$ cat src/rtl/remote_update_responder.sv
// Stand-in responder for the remote-update parameter interface: holds the update
// registers, answers reads after a fixed busy window and raises a reconfiguration pulse.
module remote_update_responder #(
  parameter int BUSY_CYCLES   = 4,
  parameter int RECONFIG_MIN  = 5,
  parameter bit WD_EN_DEFAULT = 1'b1
) (
  input  logic        clock,
  input  logic        reset,
  input  logic [2:0]  param,
  input  logic [21:0] data_in,
  input  logic        write_param,
  input  logic        read_param,
  input  logic [1:0]  read_source,
  input  logic        reconfig,
  input  logic [4:0]  last_reason,
  output logic        busy,
  output logic [23:0] data_out,
  output logic [23:0] boot_address,
  output logic        watchdog_en,
  output logic [11:0] wd_timeout,
  output logic        osc_int,
  output logic        early_cd,
  output logic        reconfig_req,
  output logic        protocol_err
);

  localparam int BW = (BUSY_CYCLES > 1) ? $clog2(BUSY_CYCLES) : 1;
  localparam int RW = $clog2(RECONFIG_MIN + 1);
  localparam logic [BW-1:0] B_LAST = BW'(BUSY_CYCLES - 1);
  localparam logic [RW-1:0] R_LAST = RW'(RECONFIG_MIN - 1);

  typedef enum logic [1:0] {
    IDLE   = 2'd0,
    WBUSY  = 2'd1,
    RBUSY  = 2'd2,
    RECONF = 2'd3
  } state_t;

  // Handshake: a strobe is accepted only on a posedge that sees the FSM in IDLE;
  // busy rises the following cycle and stays high for BUSY_CYCLES cycles, and the
  // write commits / data_out loads on the edge that ends the last busy cycle.
  state_t        state_q, state_d;
  logic [BW-1:0] bcnt_q, bcnt_d;
  logic [RW-1:0] rcnt_q, rcnt_d;
  logic [2:0]    param_q, param_d;
  logic [21:0]   wdata_q, wdata_d;
  logic [1:0]    src_q, src_d;
  logic [23:0]   data_out_q, data_out_d;
  logic [23:0]   boot_q, boot_d;
  logic          wd_en_q, wd_en_d;
  logic [11:0]   wd_to_q, wd_to_d;
  logic          osc_q, osc_d;
  logic          ecd_q, ecd_d;
  logic          req_q, req_d;
  logic          perr_q, perr_d;
  logic [23:0]   rd_val;

  always_ff @(posedge clock) begin
    if (!reset) begin
      state_q    <= IDLE;
      bcnt_q     <= '0;
      rcnt_q     <= '0;
      param_q    <= '0;
      wdata_q    <= '0;
      src_q      <= '0;
      data_out_q <= '0;
      boot_q     <= '0;
      wd_en_q    <= WD_EN_DEFAULT;
      wd_to_q    <= '0;
      osc_q      <= 1'b0;
      ecd_q      <= 1'b0;
      req_q      <= 1'b0;
      perr_q     <= 1'b0;
    end else begin
      state_q    <= state_d;
      bcnt_q     <= bcnt_d;
      rcnt_q     <= rcnt_d;
      param_q    <= param_d;
      wdata_q    <= wdata_d;
      src_q      <= src_d;
      data_out_q <= data_out_d;
      boot_q     <= boot_d;
      wd_en_q    <= wd_en_d;
      wd_to_q    <= wd_to_d;
      osc_q      <= osc_d;
      ecd_q      <= ecd_d;
      req_q      <= req_d;
      perr_q     <= perr_d;
    end
  end

  // Read value is sampled on the completing edge, so register 000 reports RBUSY.
  always_comb begin
    rd_val = '0;
    case (param_q)
      3'b000:  rd_val = {22'd0, state_q};
      3'b001:  rd_val = {23'd0, ecd_q};
      3'b010:  rd_val = {12'd0, wd_to_q};
      3'b011:  rd_val = {23'd0, wd_en_q};
      3'b100:  rd_val = boot_q;
      3'b110:  rd_val = {23'd0, osc_q};
      3'b111:  rd_val = (src_q == 2'b11) ? 24'd0 : {19'd0, last_reason};
      default: rd_val = '0;
    endcase
  end

  always_comb begin
    state_d    = state_q;
    bcnt_d     = bcnt_q;
    rcnt_d     = '0;
    param_d    = param_q;
    wdata_d    = wdata_q;
    src_d      = src_q;
    data_out_d = data_out_q;
    boot_d     = boot_q;
    wd_en_d    = wd_en_q;
    wd_to_d    = wd_to_q;
    osc_d      = osc_q;
    ecd_d      = ecd_q;
    req_d      = 1'b0;
    perr_d     = perr_q;
    case (state_q)
      IDLE: begin
        bcnt_d = '0;
        if (reconfig && rcnt_q == R_LAST) begin
          req_d   = 1'b1;
          state_d = RECONF;
        end else begin
          if (reconfig) rcnt_d = rcnt_q + RW'(1);
          if (write_param) begin
            param_d = param;
            wdata_d = data_in;
            state_d = WBUSY;
            rcnt_d  = '0;
            if (read_param) perr_d = 1'b1;
          end else if (read_param) begin
            param_d = param;
            src_d   = read_source;
            state_d = RBUSY;
            rcnt_d  = '0;
          end
        end
      end
      WBUSY, RBUSY: begin
        if (write_param || read_param) perr_d = 1'b1;
        if (bcnt_q == B_LAST) begin
          bcnt_d  = '0;
          state_d = IDLE;
          if (state_q == RBUSY) begin
            data_out_d = rd_val;
          end else begin
            case (param_q)
              3'b001:  ecd_d   = wdata_q[0];
              3'b010:  wd_to_d = wdata_q[11:0];
              3'b011:  wd_en_d = wdata_q[0];
              3'b100:  boot_d  = {wdata_q, 2'b00};
              3'b110:  osc_d   = wdata_q[0];
              default: ;
            endcase
          end
        end else begin
          bcnt_d = bcnt_q + BW'(1);
        end
      end
      default: ;
    endcase
  end

  assign busy         = (state_q != IDLE);
  assign data_out     = data_out_q;
  assign boot_address = boot_q;
  assign watchdog_en  = wd_en_q;
  assign wd_timeout   = wd_to_q;
  assign osc_int      = osc_q;
  assign early_cd     = ecd_q;
  assign reconfig_req = req_q;
  assign protocol_err = perr_q;

endmodule

$ cat config.mk
export PLATFORM = sky130hd
export DESIGN_NAME = remote_update_responder
export DESIGN_NICKNAME = d
export VERILOG_FILES = /design/src/rtl/remote_update_responder.sv
export SDC_FILE = /design/constraint.sdc
export NUM_CORES = 1
export LEC_CHECK = 0
export ABC_CLOCK_PERIOD_IN_PS = 3030
export CAP_MARGIN = 20
export CORE_ASPECT_RATIO = 0.7
export CORE_UTILIZATION = 40
export CTS_BUF_LIST = sky130_fd_sc_hd__clkbuf_2
export DETAILED_ROUTE_END_ITERATION = 16
export GPL_TIMING_DRIVEN = 0
export PLACE_DENSITY = 0.68
export RECOVER_POWER = 50
export SLEW_MARGIN = 20
export SYNTH_ARGS = -nofsm -noshare
export SYNTH_HDL_FRONTEND = slang
export SYNTH_SLANG_ARGS = --single-unit
$ cat constraint.sdc
create_clock -name clock -period 3.03 [get_ports clock]
set_clock_uncertainty 0.1 [all_clocks]
set_input_delay 0.606 -clock clock [delete_from_list [all_inputs] [get_ports clock]]
set_output_delay 0.606 -clock clock [all_outputs]
set_load 0.02 [all_outputs]
==> metrics, run 1 <==
status complete, no violations; library cells used by synthesis 39; Longest Clk Path Bufs 2; P_sw around 900 uW; Synth Area in Compound Gates 17.2%; setup TNS 0 ps; TritonCTS Buffers 9; max_cap viols 0; XOR/XNOR Fraction of Synth Area less than 1%; H-tree depth 3; DP HPWL 7.93 mm; post-synthesis mux area share under 10%; Final nets approximately 600; syn_area_per_cell ~9 sq um; I/O Buffers just under 100; Initial Utilization approximately 42%; simple-gate area share of the yosys netlist 21.3%; Synth async-reset ratio 0%; Slew Limit Fails 0; Worst EP required 2320 ps; Syn-to-layout area delta 29.0%; hold_buf cts 0; Worst-path clk slew between 200 and 250 ps; post-CTS setup buffer count 0; Max IR drop VDD between 0.0002 and 0.00025 V; number of global-route vias before repair 3,405; Cell Pwr Density a little over 500 nW/um^2; Post-CTS Resized 0; hold crit path type flop to flop; placed insts 670; Layout Cells excl Fill 684; core area 9760 sq um; ranking of synthesized cells by area dfxtp_1 48%, nand2_1 9.0%, nor2b_1 6.3%; Post-synth top flop dfxtp_1; Yosys warning total 0; crit path DAT about 2200 ps; Period minus WS final between 2000 and 3000 ps; Placed Area around 5200 sq um; Adder-Cell Fraction of Synth Area 1.85%; CP Max Fanout 10; area leader, netlist dfxtp_1; initial DRC count about 180; critical path endpoint category output pin; CP Launch Type flop; area share of the largest cell type after synthesis between 40% and 50%; # DRC 0; Comb power frac ~27%; # clock sinks 97; via/cell ratio approximately 5; CTS tree yes; Leak a little under 0.002 uW; chip width between 100 and 150 um; Crit Path Class flop to output pin; final instance area around 5200 sq um; Overall Power ~2700 uW; total die area 10,500 sq um; Worst slew margin approximately 44%; synth cell count leaders 97 x dfxtp_1, 97 x nand2_1, 41 x nor2b_1, 23 x a21boi_0, 23 x mux2i_1; flop2flop setup slack 340 ps; Clock Latency Late Sink approximately 560 ps; CTS root buf clkbuf_2; period utilisation layout between 90% and 100%; sw frac between 30 and 40%; first drt pass iteration count 4; vias roughly 3,400; Sequential Power Share a little over half; WL final ~11 mm; layout cells sized above 1 around 5.4%; initial antenna violation count 0; internal power roughly 1800 uW; RSZ-0062 raised after global routing no; Netlist Area Pre-Place roughly 4100 sq um; num rows 30; GP Congestion between 0.7 and 0.8; final setup fails 0; Fmax achieved between 300 and 400 MHz; pin count of the biggest net entering global routing 14; Seq cells post-synth just under 100; slew at the pin with the worst max-slew slack approximately 850 ps; Routed Antenna Nets 0; n_diodes 0; Die Ht 86.2 um; Mapped Cells roughly 440; first-pass GRT wire length about 17 mm; Final Hold Vio Count 0; register area share after synthesis between 40 and 50%; gr ovfl total 0; Wirelength per Cell around 16 um; I/O pins 103; Post-synth EDFFs 0; Total GRT Usage a little over a fifth; Clk network pwr share a little under a fifth; largest family of logic cells by synthesized area simple AND/OR/NAND/NOR gates
[routing by layer]
| metal | share of wire (%) | GRT usage (%) |
|---|---|---|
| met5 | 0 | 0 |
| met4 | 0.76 | 4.99 |
| met1 | 48 | 28.4 |
| met3 | 6.1 | 5.20 |
| met2 | 45 | 34.0 |
[sequential cells by signal, summed over array words and instances (netlist names)]
register	count
boot_address	22
protocol_err	1
state_q	2
param_q	3
reconfig_req	1
rcnt_q	3
data_out	24
watchdog_en	1
src_q	2
wd_timeout	12
bcnt_q	2
early_cd	1
osc_int	1
wdata_q	22
[cells by family (layout without fill, tap and decap cells)]
logic type,count (synthesis),after routing
AOI/OAI and AO/OA,95,95
xor gates and xnor gates,1,1
adders and majority gates,6,6
buffers and inverters,43,156
DFF,97,97
muxes,23,23
other,1,2
and+or+nand+nor,176,176
[power by group through the flow]
stage | Sequential [uW] | Clock (uW) | Combinational, uW
final | 1440 | 503 | 711
after global placement | 1460 | 0 | 703
after global routing | 1450 | 569 | 787
after CTS | 1440 | 523 | 734
after detailed placement | 1460 | 0 | 731
after floorplan | 1450 | 0 | 504
[cell type report]
class                           count  area (sq um)
Fill cell                         926          4530
Multi-Input combinational cell    303          1860
Inverter                           11          41.3
Timing Repair Buffer               99           991
Buffer                             32           165
Clock buffer                       12          60.1
Sequential cell                    97          1940
Clock inverter                      2          7.51
Tap cell                          128           160
[worst paths after layout]
check                                         startpoint                            end  depth (start not counted)
worst max-delay path             state_q[0]$_SDFFE_PN0P_                           busy                          5
worst min-delay path            wdata_q[14]$_SDFFE_PN0P_  boot_address[16]$_SDFFE_PN0P_                          2
worst max register to register   state_q[0]$_SDFFE_PN0P_     wd_timeout[9]$_SDFFE_PN0P_                          8
worst min register to register  wdata_q[14]$_SDFFE_PN0P_  boot_address[16]$_SDFFE_PN0P_                          2
[layout by cell type, fill, tap and decap left out, types with 2 or more instances in the layout]
cell | netlist | final
a22o_1 | 10 | 10
ha_1 | 6 | 6
clkbuf_1 | 10 | 17
buf_2 | 12 | 9
a22oi_1 | 22 | 22
a21boi_1 | 21 | 2
nor2b_1 | 41 | 41
clkinv_1 | 0 | 2
nand3b_1 | 2 | 2
nand2_1 | 97 | 97
mux2i_1 | 23 | 23
buf_6 | 4 | 3
nand3_1 | 12 | 14
nand2b_1 | 2 | 2
a21boi_0 | 23 | 42
clkbuf_2 | 0 | 12
clkdlybuf4s50_1 | 0 | 99
conb_1 | 1 | 2
nor3_1 | 2 | 2
o21ai_0 | 9 | 10
a21oi_1 | 3 | 3
inv_1 | 11 | 11
and3_1 | 2 | 2
dfxtp_1 | 97 | 97
nand4_1 | 2 | 2
nor2_1 | 7 | 7
a221oi_1 | 2 | 2
buf_4 | 6 | 3
[through the flow]
| step | utilization [%] | setup slack (ps) | hold WS [ps] |
|---|---|---|---|
| finish | 53.6 | 174 | 367 |
| global placement | 53.3 | 825 | 330 |
| global route | 53.6 | 47.1 | 393 |
| detailed placement | 53.3 | 781 | 347 |
| floorplan | - | 1290 | 317 |
| CTS | 54.0 | 133 | 376 |
[worst max-delay path, cell delays in order (launching register included)]
cell             delay (ps)
dfxtp_1                 450
inv_1                    90
ha_1                    190
buf_2                   170
inv_1                    90
clkdlybuf4s50_1         600
No activity file was read; power rests on OpenSTA's default activity.
==> inputs of run 2 (changes only) <==
==> constraint.sdc (replaced) <==
create_clock -name clock -period 3.03 [get_ports clock]
set_clock_uncertainty 0.1 [all_clocks]
set_input_delay 0.606 -clock clock [delete_from_list [all_inputs] [get_ports clock]]
set_output_delay 0.606 -clock clock [all_outputs]
set_load 0.005 [all_outputs]
==> results of run 2 <==
The final DEF is identical to that of run 1. Status: complete, no violations.
Main changes from that run: setup slack after layout 174 ps -> 277 ps; total power 2650 uW -> 2630 uW
